**config.mk**
```make
export PLATFORM = sky130hd
export DESIGN_NAME = muldiv_seq
export DESIGN_NICKNAME = d
export VERILOG_FILES = /design/src/rtl/muldiv_seq.sv
export SDC_FILE = /design/constraint.sdc
export NUM_CORES = 1
export LEC_CHECK = 0
export ABC_AREA = 1
export CELL_PAD_IN_SITES_DETAIL_PLACEMENT = 2
export CELL_PAD_IN_SITES_GLOBAL_PLACEMENT = 2
export CORE_MARGIN = 4
export CORE_UTILIZATION = 30
export CTS_BUF_LIST = sky130_fd_sc_hd__clkbuf_8 sky130_fd_sc_hd__clkbuf_16
export CTS_CLUSTER_SIZE = 30
export DETAILED_ROUTE_END_ITERATION = 12
export PLACE_DENSITY_LB_ADDON = 0.1
export SYNTH_ARGS = -nofsm -noshare
export SYNTH_HDL_FRONTEND = slang
export SYNTH_SLANG_ARGS = --single-unit
```
**constraint.sdc**
```tcl
create_clock -name clk -period 3.5 [get_ports clk]
set_clock_uncertainty 0.15 [all_clocks]
set_input_delay 0.525 -clock clk [delete_from_list [all_inputs] [get_ports clk]]
set_output_delay 0.525 -clock clk [all_outputs]
set_load 0.05 [all_outputs]
```
**src/rtl/muldiv_seq.sv**
```systemverilog
// rtl/muldiv_seq.sv - iterative RV32M multiply/divide unit with start/busy/done handshake
//
// Ports:
//   clk      rising-edge clock
//   reset_n  asynchronous active-low reset
//   start    request, sampled only while idle
//   kill     synchronous abort, back to idle on the next edge
//   func3    M-extension operation select (MUL..REMU)
//   op_a     rs1 (multiplicand / dividend)
//   op_b     rs2 (multiplier / divisor)
//   busy     high while an operation is in flight, including the done cycle
//   done     one-cycle pulse, result valid in the same cycle
//   result   final value, held until a new operation completes
module muldiv_seq #(
  parameter int XLEN  = 32,
  parameter int CNT_W = $clog2(XLEN) + 1
) (
  input  logic            clk,
  input  logic            reset_n,
  input  logic            start,
  input  logic            kill,
  input  logic [2:0]      func3,
  input  logic [XLEN-1:0] op_a,
  input  logic [XLEN-1:0] op_b,
  output logic            busy,
  output logic            done,
  output logic [XLEN-1:0] result
);

  // ARM registers the sign/special-case flags so the wide zero and MIN
  // compares do not sit in series with the negation done in PREP.
  typedef enum logic [2:0] {
    S_IDLE,
    S_ARM,
    S_PREP,
    S_CALC,
    S_FIX,
    S_DONE
  } state_t;

  localparam logic [2:0] F_MUL    = 3'b000;
  localparam logic [2:0] F_MULH   = 3'b001;
  localparam logic [2:0] F_MULHSU = 3'b010;
  localparam logic [2:0] F_MULHU  = 3'b011;
  localparam logic [2:0] F_DIV    = 3'b100;
  localparam logic [2:0] F_DIVU   = 3'b101;
  localparam logic [2:0] F_REM    = 3'b110;

  localparam logic [XLEN-1:0]  MIN_VAL  = {1'b1, {(XLEN-1){1'b0}}};
  localparam logic [XLEN-1:0]  ONES     = {XLEN{1'b1}};
  localparam logic [CNT_W-1:0] ITER     = CNT_W'(XLEN);
  localparam logic [CNT_W-1:0] CNT_ONE  = CNT_W'(1);

  state_t            state;
  logic [2:0]        fn;
  logic [XLEN-1:0]   a_q;
  logic [XLEN-1:0]   b_q;
  logic [XLEN-1:0]   mb;       // multiplicand or divisor magnitude
  logic [2*XLEN-1:0] acc;      // product, or dividend/quotient shifter in the low half
  logic [XLEN-1:0]   rem;      // partial remainder; top bit of the XLEN+1 step is always 0 after restore
  logic [CNT_W-1:0]  cnt;
  logic              neg_a;
  logic              neg_b;
  logic              b_zero;
  logic              div_ovf;

  logic              is_div;
  logic              a_signed;
  logic              b_signed;
  logic [XLEN-1:0]   mag_a;
  logic [XLEN-1:0]   mag_b;
  logic [XLEN:0]     mul_sum;
  logic [XLEN:0]     rem_sh;
  logic [XLEN:0]     rem_diff;
  logic [2*XLEN-1:0] prod_fix;
  logic [XLEN-1:0]   quo_fix;
  logic [XLEN-1:0]   rem_fix;
  logic [XLEN-1:0]   fix_val;
  logic [XLEN-1:0]   special_val;

  always_comb begin
    is_div   = fn[2];
    // MUL is run unsigned: the low half of the product does not depend on signedness.
    a_signed = (fn == F_MULH) || (fn == F_MULHSU) || (fn == F_DIV) || (fn == F_REM);
    b_signed = (fn == F_MULH) || (fn == F_DIV) || (fn == F_REM);

    mag_a = neg_a ? -a_q : a_q;
    mag_b = neg_b ? -b_q : b_q;

    // Shift-add: conditionally add the multiplicand into the high half, keep the carry.
    mul_sum = {1'b0, acc[2*XLEN-1:XLEN]} + (acc[0] ? {1'b0, mb} : {(XLEN+1){1'b0}});

    // Restoring step: a clear top bit of the difference means the divisor fits.
    rem_sh   = {rem, acc[XLEN-1]};
    rem_diff = rem_sh - {1'b0, mb};

    prod_fix = (neg_a ^ neg_b) ? -acc : acc;
    quo_fix  = (neg_a ^ neg_b) ? -acc[XLEN-1:0] : acc[XLEN-1:0];
    rem_fix  = neg_a ? -rem : rem;

    case (fn)
      F_MUL:                      fix_val = prod_fix[XLEN-1:0];
      F_MULH, F_MULHSU, F_MULHU:  fix_val = prod_fix[2*XLEN-1:XLEN];
      F_DIV, F_DIVU:              fix_val = quo_fix;
      default:                    fix_val = rem_fix;
    endcase

    // fn[1] separates REM/REMU from DIV/DIVU.
    if (b_zero) begin
      special_val = fn[1] ? a_q : ONES;
    end else begin
      special_val = fn[1] ? {XLEN{1'b0}} : MIN_VAL;
    end
  end

  always_ff @(posedge clk or negedge reset_n) begin
    if (!reset_n) begin
      state   <= S_IDLE;
      busy    <= 1'b0;
      done    <= 1'b0;
      result  <= '0;
      fn      <= '0;
      a_q     <= '0;
      b_q     <= '0;
      mb      <= '0;
      acc     <= '0;
      rem     <= '0;
      cnt     <= '0;
      neg_a   <= 1'b0;
      neg_b   <= 1'b0;
      b_zero  <= 1'b0;
      div_ovf <= 1'b0;
    end else if (kill && (state != S_IDLE)) begin
      state <= S_IDLE;
      busy  <= 1'b0;
      done  <= 1'b0;
    end else begin
      case (state)
        S_IDLE: begin
          done <= 1'b0;
          if (start && !kill) begin
            fn    <= func3;
            a_q   <= op_a;
            b_q   <= op_b;
            busy  <= 1'b1;
            state <= S_ARM;
          end
        end

        S_ARM: begin
          neg_a   <= a_signed & a_q[XLEN-1];
          neg_b   <= b_signed & b_q[XLEN-1];
          b_zero  <= (b_q == '0);
          div_ovf <= ((fn == F_DIV) || (fn == F_REM)) && (a_q == MIN_VAL) && (b_q == ONES);
          state   <= S_PREP;
        end

        S_PREP: begin
          cnt <= ITER;
          rem <= '0;
          if (is_div) begin
            mb  <= mag_b;
            acc <= {{XLEN{1'b0}}, mag_a};
          end else begin
            mb  <= mag_a;
            acc <= {{XLEN{1'b0}}, mag_b};
          end
          if (is_div && (b_zero || div_ovf)) begin
            result <= special_val;
            done   <= 1'b1;
            state  <= S_DONE;
          end else begin
            state <= S_CALC;
          end
        end

        S_CALC: begin
          if (is_div) begin
            if (!rem_diff[XLEN]) begin
              rem           <= rem_diff[XLEN-1:0];
              acc[XLEN-1:0] <= {acc[XLEN-2:0], 1'b1};
            end else begin
              rem           <= rem_sh[XLEN-1:0];
              acc[XLEN-1:0] <= {acc[XLEN-2:0], 1'b0};
            end
          end else begin
            acc <= {mul_sum, acc[XLEN-1:1]};
          end
          cnt <= cnt - CNT_ONE;
          if (cnt == CNT_ONE) begin
            state <= S_FIX;
          end
        end

        S_FIX: begin
          result <= fix_val;
          done   <= 1'b1;
          state  <= S_DONE;
        end

        S_DONE: begin
          done  <= 1'b0;
          busy  <= 1'b0;
          state <= S_IDLE;
        end

        default: begin
          busy  <= 1'b0;
          done  <= 1'b0;
          state <= S_IDLE;
        end
      endcase
    end
  end

endmodule

```
* Word-level counts from Yosys, hierarchy flattened
Index checks and enable logic that the tools add are counted.
** Cells by class
- Bitwise operators :: 4
- Equality and inequality tests :: 21
- Multiplexer cells :: 33
- Reductions and logical operators :: 33
- Add/sub/neg operators :: 8
** Operators with widths (number)
- 32-bit 2-to-1 mux :: 15
- 32-bit negation :: 4
- 32-bit case mux with 2 select lines :: 2
- 64-bit case mux with 2 select lines :: 1
- 32-bit case mux with 3 select lines :: 1
- 32-bit equality test, second input constant :: 2
- 64-bit 2-to-1 mux :: 1
- 64-bit negation :: 1
- 32-bit by 32-bit adder with 33-bit output :: 1
- 33-bit by 32-bit subtractor with 33-bit output :: 1
- 32-bit zero test :: 1
- 3-bit case mux with 5 select lines :: 1
- 3-bit by 2-bit equality test with 1-bit output, second input constant :: 4
- 3-bit equality test, second input constant :: 4
- 3-bit 2-to-1 mux :: 4
- 6-bit case mux with 2 select lines :: 1
- 2-bit AND reduction :: 6
- 3-bit AND reduction :: 4
- 3-bit != test, second input constant :: 3
- 1-bit logical OR :: 7
- 3-bit by 1-bit equality test with 1-bit output, second input constant :: 2
- 6-bit by 1-bit equality test with 1-bit output, second input constant :: 1
- 3-bit zero test :: 2
- 2-bit != test, second input constant :: 3
- 15 further kinds :: 27
** Storage, ports and cells
- Output and inout bits :: 34
- Register bits :: 242
- Logic and storage cells :: 115
- Input port bits :: 71

* Depth between registers and ports, before layout
- Depth in word-level cells :: 5
- Depth in mapped cells :: 19
- Depth with buffers taken out :: 18

* Worst setup path before layout
Ideal clock, no wire load.
- Path kind :: flip-flop to flip-flop
- From :: register acc[31]
- To :: register rem[1]
- Data required time :: 3232 ps
- Path buffers :: 1
- Library setup time :: 118 ps
- Period minus slack after synthesis :: 2454 ps
- Arrival time :: 2186 ps
- Cell stages (with the launch flop) :: 19
- Path slack :: 1046 ps
- Cells stage by stage :: dfrtp_1 inv_1 ha_1 fa_1 inv_1 nand3_1 nand2_1 nand2_1 nand3_2 nand2_1 nand2_1 nand2_2 nand2_1 nand2_1 nand2_2 buf_6 nand2_1 nand3_1 nand2_1
** Between the ends
- Longest elaborated chain between the ends :: 4
** RTL lines
- start, declared :: RTL line 59 : logic [2*XLEN-1:0] acc;
- start signal, assigned :: RTL line 163 : acc <= {{XLEN{1'b0}}, mag_a};
- start signal, assigned :: RTL line 166 : acc <= {{XLEN{1'b0}}, mag_b};
- start signal, assigned by index :: RTL line 181 : acc[XLEN-1:0] <= {acc[XLEN-2:0], 1'b1};
- 33-bit by 32-bit subtractor with 33-bit output :: RTL line 95 : rem_diff = rem_sh - {1'b0, mb};
- 32-bit 2-to-1 mux :: RTL line 179 : if (!rem_diff[XLEN]) begin
- 32-bit 2-to-1 mux :: RTL line 178 : if (is_div) begin
- 32-bit case mux with 2 select lines :: RTL line 138 : case (state)
- end signal, assigned :: RTL line 180 : rem <= rem_diff[XLEN-1:0];
- end signal, assigned :: RTL line 183 : rem <= rem_sh[XLEN-1:0];
- end, declared :: RTL line 60 : logic [XLEN-1:0] rem;
Every way passes these cells. The select of a mux whose other input is x is not followed.
A chain may end at the register's enable or synchronous reset.

* Worst setup path in the final report
- From :: register acc[31]
- To :: register rem[10]
The elaborated chain is that of the path after synthesis.

==> qor.yml <==
status: "complete, no violations"
critPathLaunchType: "flop"
ios: 105
fin_area_um2: 24800
core-area_um2: 70100
cts_root_buffer: "clkbuf_16"
fin_crit_ns: 3.32
crit_type: "flop to flop"
synth-seq-cells: 242
antenna_found_initial: 1
area_delta_synth_final_pct: 16.5
critPathArrivalTime_ns: 3.61
grt_setup_unrepaired: "false"
synth_area_um2: 21300
layout.cells.non_filler: 4567
viasPerCell: 5.50
cts_setup_buffers: 0
crit_family: "simple AND/OR/NAND/NOR gates"
gp_congestion: 0.941
synth.distinct_cells: 49
timing.critical_path.buf_inv: 3
slew_headroom: 0.436
drv_cap: 0
row_count: 97
overflow: 0
synth_edf_count: 0
grt_start_max_net_pins: 72
grtUsageTotal: 0.314
die_y_um: 274
hold_violations: 0
synthTopCellsByCount: "950 x nand2_1, 566 x nor2_1, 411 x inv_1"
ys_seq_area_frac: 0.285
fmax_ghz: 0.301
yosys.area.top_type: "dfrtp_1"
drc: 0
syn_nets: 3653
setup_tns_ns: 0
synthCells: 3509
total_power_mw: 26.7
place_ws_ns: 0.153
path_cells: "inv_1 > ha_1 > fa_1 > inv_1 > nand3_1 > nand2_1 > nand2_1 > nand3_2 > nand2_1 > nand2_1 > nand2_2 > nand2_1 > nand2_1 > nand2_2 > buf_12 > nand2_1 > nand3_1 > nand2_1"
cts.htree.levels: 2
finalSetupViolCount: 0
ir_worst_vdd_uv: 449
synth_area_leaders: "dfrtp_1 28%, nand2_1 17%, nor2_1 10%"
grt_pass1_wl_um: 178000
cellPowerDensity_nw_per_um2: 1080
crit_fanout: 19
grt_pass1_vias: 26600
cts_max_path_buffers: 3
drt_iter0_drc: 2167
crit_path_frequent_cell: "nand2_1"
fin_ws_ns: 0.179
drive_gt1_frac: 0.0494
cts_tree: "yes"
first_pass_iters: 5
critPathMaxStageDelay_ns: 0.47
die_area_um2: 75300
critPathSlowestCell: "dfrtp_1"
start_util: 0.303
end_kind: "flop"
synth-main-ff-cell: "dfrtp_1"
yosysWarningCount: 0
p_leak_nw: 12.5
clock_latency_ns: 0.58
dpl.cell_count: 4497
synth_top_area_frac: 0.285
worst_pin_slew_ns: 0.838
finalCritPeriodShare: 0.949
ant_nets: 0
wl_per_cell_um: 26.4
drv_slew: 0
cts_sinks: 242
syn_area_per_cell_um2: 6.07
cp.required_ns: 3.79
port_buffers: 104
wl_um: 121000
num_vias: 25100
yosysMostFrequentCell: "nand2_1"
place_area_um2: 23500
clk_pin_slew_ns: 0.05
hold_class: "flop to flop"
fp.dieW_um: 274
cts_buffers: 38
async_reset_ff_frac: 1.00
nNetsFinal: 3742
dp_hpwl_um: 98700
==> cells in the final DEF, fill, tap and decap left out, types with 10 or more instances in the layout <==
| cell type | n |
|---|---|
| nor2_2 | 11 |
| o22ai_1 | 22 |
| a21oi_1 | 275 |
| nor3_1 | 27 |
| dfrtp_1 | 240 |
| nand4_1 | 41 |
| nor2_1 | 564 |
| clkdlybuf4s50_1 | 103 |
| o211ai_1 | 21 |
| a21oi_2 | 10 |
| inv_1 | 419 |
| nand3b_1 | 11 |
| a31oi_1 | 20 |
| xnor2_1 | 18 |
| nand2_1 | 949 |
| clkbuf_16 | 39 |
| nand3_1 | 351 |
| buf_4 | 60 |
| o21ai_0 | 187 |
| a211oi_1 | 19 |
| xor2_1 | 60 |
| ha_1 | 71 |
==> final cells by class <==
| cell class | instances | area, µm² |
|---|---|---|
| fillers | 8796 | 45400 |
| multi-input cells | 2726 | 13100 |
| flip-flops and latches | 242 | 6060 |
| repair buffers | 172 | 1650 |
| inverters | 418 | 1580 |
| well taps | 940 | 1180 |
| clock buffers | 43 | 1030 |
| clock inverters | 25 | 249 |
| diodes | 1 | 2.50 |
==> registers in the layout, summed over array words and instances (netlist names), 6 cells and up <==
name / cells
mb: 32
a_q: 32
result: 32
cnt: 6
rem: 32
acc: 64
b_q: 32
==> metrics by stage <==
step                       util  hold slack [ns]
after detailed placement  0.335            0.320
after global routing      0.353            0.358
after CTS                 0.353            0.332
after global placement    0.335            0.303
final                     0.353            0.333
after floorplan               -           0.0794
==> path summary, 6_finish.rpt <==
kind | startpoint | end | slack (ns) | cells after the start
worst max-delay path | acc[31] | rem[10] | 0.18 | 18
worst min-delay path | busy | busy | 0.33 | 2
worst max register to register | acc[31] | rem[10] | 0.18 | 18
worst min register to register | busy | busy | 0.33 | 2
max in group asynchronous | reset_n | result[8] | 1.91 | 3
min in group asynchronous | reset_n | cnt[0] | 0.35 | 2
==> kinds of logic after synthesis <==
family / after synthesis / synth area share
simple gates: 1980 / 0.383
fa+ha+maj: 73 / 0.0436
flops: 242 / 0.285
xor+xnor: 78 / 0.0321
mux: 5 / 0.00265
buf+inv: 541 / 0.103
compound gates: 590 / 0.151
==> timing repair <==
| action | 4_1_cts | 5_1_grt |
|---|---|---|
| hold endpoints to repair | 64 | 0 |
| resized for setup | 0 | 0 |
| hold buffers | 1 | 0 |
==> worst register-to-register path: cells and delay by family (launching register included) <==
family / cells / cell delay (ns)
and+or+nand+nor: 13 / 1.40
buffers and inverters: 3 / 0.41
adders and majority gates: 2 / 0.75
DFF: 1 / 0.47
==> where the power goes <==
| part | switching [mW] | internal (mW) |
|---|---|---|
| logic | 12.3 | 4.60 |
| registers | 1.76 | 3.95 |
| clock network | 1.63 | 2.47 |
| total | 15.7 | 11.0 |
==> layer usage <==
layer / share of wire / track usage / wire length (µm) / up-vias
met5: 0.00011 / 0 / 13 / -
met4: 0.030 / 0.0857 / 3570 / 2
met3: 0.045 / 0.0305 / 5470 / 117
met2: 0.45 / 0.510 / 54700 / 562
met1: 0.47 / 0.446 / 56800 / 12900
li1: - / - / - / 11500
Power figures use the tool's default switching activity.
